==> src/rtl/phy_pkg.sv <==
// phy_pkg: constants shared by the 2-lane PHY striping and unstriping blocks.
package phy_pkg;
  localparam int DATA_W = 8;
  localparam logic [7:0] IDLE_BYTE = 8'hBC;
  localparam int LANE0 = 0;
  localparam int LANE1 = 1;
endpackage

==> src/rtl/striping.sv <==
// striping: splits a clk_2f byte stream alternately onto two lanes updated once per frame.
// Define STRIPING_IDLE_EN to fill byte-less lanes with IDLE_BYTE instead of holding the last byte.
module striping
  import phy_pkg::*;
#(
  parameter int DATA_W = phy_pkg::DATA_W,
  parameter logic [7:0] IDLE_BYTE = phy_pkg::IDLE_BYTE
) (
  input  logic              clk_2f,
  input  logic              reset,
  input  logic [DATA_W-1:0] data_in,
  input  logic              valid_in,
  output logic [DATA_W-1:0] lane_0,
  output logic              valid_0,
  output logic [DATA_W-1:0] lane_1,
  output logic              valid_1
);
`ifdef STRIPING_IDLE_EN
  localparam bit IDLE_EN = 1'b1;
`else
  localparam bit IDLE_EN = 1'b0;
`endif
  localparam logic [DATA_W-1:0] FILL = DATA_W'(IDLE_BYTE);
  logic phase_q, sel_q, sel_d;
  logic [1:0] stv_q, stv_d, stv_n;
  logic [1:0][DATA_W-1:0] st_q, st_d;
  logic [DATA_W-1:0] lane_0_d, lane_1_d;
  logic valid_0_d, valid_1_d;
  // stv_n/st_d include the byte accepted on this edge so a frame end can emit it immediately
  always_comb begin
    st_d = st_q;
    stv_n = stv_q;
    sel_d = sel_q ^ valid_in;
    if (valid_in) begin
      st_d[sel_q] = data_in;
      stv_n[sel_q] = 1'b1;
    end
    stv_d = phase_q ? 2'b00 : stv_n;
    lane_0_d = !phase_q ? lane_0 : stv_n[LANE0] ? st_d[LANE0] : IDLE_EN ? FILL : lane_0;
    lane_1_d = !phase_q ? lane_1 : stv_n[LANE1] ? st_d[LANE1] : IDLE_EN ? FILL : lane_1;
    valid_0_d = phase_q ? stv_n[LANE0] : valid_0;
    valid_1_d = phase_q ? stv_n[LANE1] : valid_1;
  end
  always_ff @(posedge clk_2f) begin
    if (!reset) begin
      phase_q <= 1'b0;
      sel_q <= 1'b0;
      stv_q <= '0;
      st_q <= '0;
      lane_0 <= '0;
      lane_1 <= '0;
      valid_0 <= 1'b0;
      valid_1 <= 1'b0;
    end else begin
      phase_q <= ~phase_q;
      sel_q <= sel_d;
      stv_q <= stv_d;
      st_q <= st_d;
      lane_0 <= lane_0_d;
      lane_1 <= lane_1_d;
      valid_0 <= valid_0_d;
      valid_1 <= valid_1_d;
    end
  end
endmodule

==> config.mk <==
export PLATFORM = sky130hd
export DESIGN_NAME = striping
export DESIGN_NICKNAME = d
export VERILOG_FILES = /design/src/rtl/phy_pkg.sv /design/src/rtl/striping.sv
export SDC_FILE = /design/constraint.sdc
export NUM_CORES = 1
export LEC_CHECK = 0
export ABC_AREA = 1
export BUFFER_PORTS_ARGS = -buffer_cell sky130_fd_sc_hd__buf_2
export CAP_MARGIN = 5
export CORE_UTILIZATION = 25
export CTS_BUF_LIST = sky130_fd_sc_hd__clkbuf_8
export DETAILED_ROUTE_END_ITERATION = 10
export PLACE_DENSITY = 0.54
export REMOVE_ABC_BUFFERS = 1
export SLEW_MARGIN = 20
export SYNTH_ARGS = -nofsm -noshare
export SYNTH_HDL_FRONTEND = slang
export SYNTH_SLANG_ARGS = --single-unit
==> constraint.sdc <==
create_clock -name clk_2f -period 1.4 [get_ports clk_2f]
set_clock_uncertainty 0.1 [all_clocks]
set_input_delay 0.14 -clock clk_2f [delete_from_list [all_inputs] [get_ports clk_2f]]
set_output_delay 0.14 -clock clk_2f [all_outputs]
set_load 0.01 [all_outputs]
==> out/results.tsv <==
stage	metric	value	unit
detailed_routing	drt_pass1_iterations	4	
clock_network	clockBufferDepth	2	
grt	grt_max_degree	20	
timing	fin_crit	1.29	ns
timing	post-route-period-util	92.2	%
grt	grt_pass1_wl	5120	µm
clock_network	h-tree-depth	2	
timing	rsz0062_at_grt	yes	
logic_synthesis	synth.top_cell.area_share	51.2	%
logic_synthesis	synthTopCellsByCount	nand2_1 (61), nor2_1 (51), dfxtp_1 (38), inv_1 (20)	
die	core_region_area	0.00561	mm²
logic_synthesis	syn_inst	202	
logic_synthesis	synth_area	0.00149	mm²
die	initial_core_util	26.5	%
hold_path	min_path_cells	3	
cells_and_area	area_growth	24.8	%
worst_setup_path	worstRegToRegCells	6	
timing	setup_viol	0	
worst_setup_path	cp.required	1.48	ns
clock_network	cts_tree	yes	
worst_setup_path	path_common_cell	nand2_1	
place	hpwl	2160	µm
die	dieArea	0.00625	mm²
logic_synthesis	seq_area_frac_synth	51.2	%
logic_synthesis	yosys.cell_count.top_type	nand2_1	
clock_network	clkSlewWorstSetupHoldPaths	0.07	ns
timing	relSlewSlack	83.4	%
timing	hold_violations	0	
cells_and_area	finalNetCount	247	
cells_and_area	fin_cells	309	
logic_synthesis	synth_top_area_cell	dfxtp_1	
detailed_routing	vias_per_cell	3.98	
place	io_buffers	28	
clock_network	clock_latency	0.29	ns
timing	layout_setup_ws	0.109	ns
power	p_leak	0.907	nW
timing	slew_viol_final	0	
die	die_h	79.1	µm
logic_synthesis	synth_edf_count	0	
timing	tightest_slew	0.246	ns
power	peakVddDrop	0.000442	V
die	die_w	79.1	µm
cells_and_area	drive_gt1_share	19.8	%
clock_network	cts_sinks	38	
worst_setup_path	crit_path_start_kind	flip-flop	
logic_synthesis	ys.flop_type	dfxtp_1	
cells_and_area	diodes	0	
timing	max_freq	0.775	GHz
worst_setup_path	path_cells	nand2_4, a21oi_4, buf_12, nand2_1, nand2_1, nor2_1	
power	power.density	1280	mW/mm²
detailed_routing	drt_wl_total	2970	µm
logic_synthesis	synth_cell_types	16	
grt	grt_overflow	0	
logic_synthesis	syn_avg_cell_area	7.35	µm²
clock_network	cts_made_buffers	5	
worst_setup_path	critical_path.max_fanout	19	
power	total_power	2.37	mW
worst_setup_path	cp.arrival	1.37	ns
logic_synthesis	synth.top_cells.by_area	dfxtp_1 (51%), nand2_1 (15%), nor2_1 (13%)	
die	io_pins	29	
die	rows	27	
worst_setup_path	worstSetupEndpointType	flip-flop	
place	place_inst	301	
grt	first_global_vias	1167	
grt	antenna_found_initial	0	
hold_path	hold_end	st_q[11]	
detailed_routing	drt_iter0_drc	57	
outcome	status	finished, final reports clean	
logic_synthesis	synth_seq_cells	38	
place	post-place-ws	0.0932	ns
detailed_routing	drcViolationCount	0	
hold_path	hold_path_class	in2reg	
logic_synthesis	async_flop_share	0	%
worst_setup_path	critPathMaxStageDelay	0.43	ns
worst_setup_path	cp_slowest_cell	dfxtp_1	
detailed_routing	ant_nets	0	
worst_setup_path	r2r_start	sel_q	
logic_synthesis	synth_warnings	0	
worst_setup_path	path_class	reg2reg	
hold_path	hp-start	data_in[3]	
worst_setup_path	rr_endpoint	lane_1[6]	
detailed_routing	wire_per_inst	9.60	µm
flow_run	drv_cap	0	
place	place_congestion	0.753	
worst_setup_path	ff2ff_setup_slack	0.11	ns
grt	track_usage	10.6	%
detailed_routing	route.vias.total	1231	
clock_network	root_buffer	clkbuf_8	
## cell families after synthesis
kind of cell    share of synthesized area (%)
simple gates                             34.1
flops                                    51.2
buf+inv                                  8.76
compound gates                           5.90
## layer usage
metal  up-vias  track usage, %  share of wire (%)
met5         -               0                  0
met4         0            4.91                1.6
met3         7            3.68                6.2
met2        23            16.7                 43
met1       532            12.7                 49
li1        669               -                  -
## area by class of cell
| cell class | count | area, µm² |
|---|---|---|
| multi-input combinational | 135 | 599 |
| inverter | 22 | 82.6 |
| clock buffer | 8 | 110 |
| timing repair buffer | 34 | 210 |
| tap | 72 | 90.1 |
| sequential | 38 | 761 |
| fill | 636 | 3750 |
## through the flow
step / utilization [%] / hold slack, ns / TNS [ns] / area [µm²]
6_report: 33.0 / 0.0514 / 0 / 1850
5_1_grt: 33.0 / 0.0574 / -0.00573 / 1850
4_1_cts: 33.0 / 0.0746 / 0 / 1850
3_5_place_dp: 31.0 / 0.342 / 0 / 1740
3_3_place_gp: 31.0 / 0.336 / 0 / 1740
2_1_floorplan: - / 0.143 / 0 / 1440
## how the worst max path moves through the flow
| stage | start | end | cells after the start |
|---|---|---|---|
| floorplan | sel_q | lane_1[0] | 5 |
| global placement | sel_q | lane_1[4] | 6 |
| global route | sel_q | lane_0[7] | 7 |
| finish | sel_q | lane_1[6] | 6 |
| CTS | sel_q | lane_1[0] | 6 |
| detailed placement | sel_q | lane_1[0] | 6 |
## where the power goes
group / internal [mW] / switching, mW
clock network: 0.497 / 0.366
logic: 0.131 / 0.195
registers: 1.15 / 0.0262
total: 1.78 / 0.587
## registers in the layout (all words and copies together) (netlist names)
name,count
st_q,16
phase_q,1
stv_q,2
lane_0,8
valid_1,1
lane_1,8
sel_q,1
valid_0,1
## placed cells by master (no fill, tap or decap)
master    Yosys  layout
nand2_1      61      61
nor2_1       51      51
dfxtp_1      38      38
buf_2         2      28
inv_1        20      20
nand3b_1      8       8
clkbuf_8      0       8
o21ai_0       8       5
buf_4         1       4
o21ai_1       0       3
a21oi_1       3       3
a21oi_4       2       2
buf_12        0       2
clkinv_1      1       1
inv_2         1       1
nand2_8       1       1
nand2_4       0       1
## repair_timing
item | in CTS | in global routing
hold buffers | 0 | 0
hold endpoints to repair | 0 | 0
gates resized for setup | 0 | 4
setup buffers | 0 | 0
endpoints found under the setup margin | 0 | 8
## critical path: cells and delay by family (launching register included)
kind,cells,cell delay (ns)
compound gates,1,0.18
buf+inv,1,0.15
simple gates,4,0.34
flops,1,0.43
(Power assumes the default switching activity.)
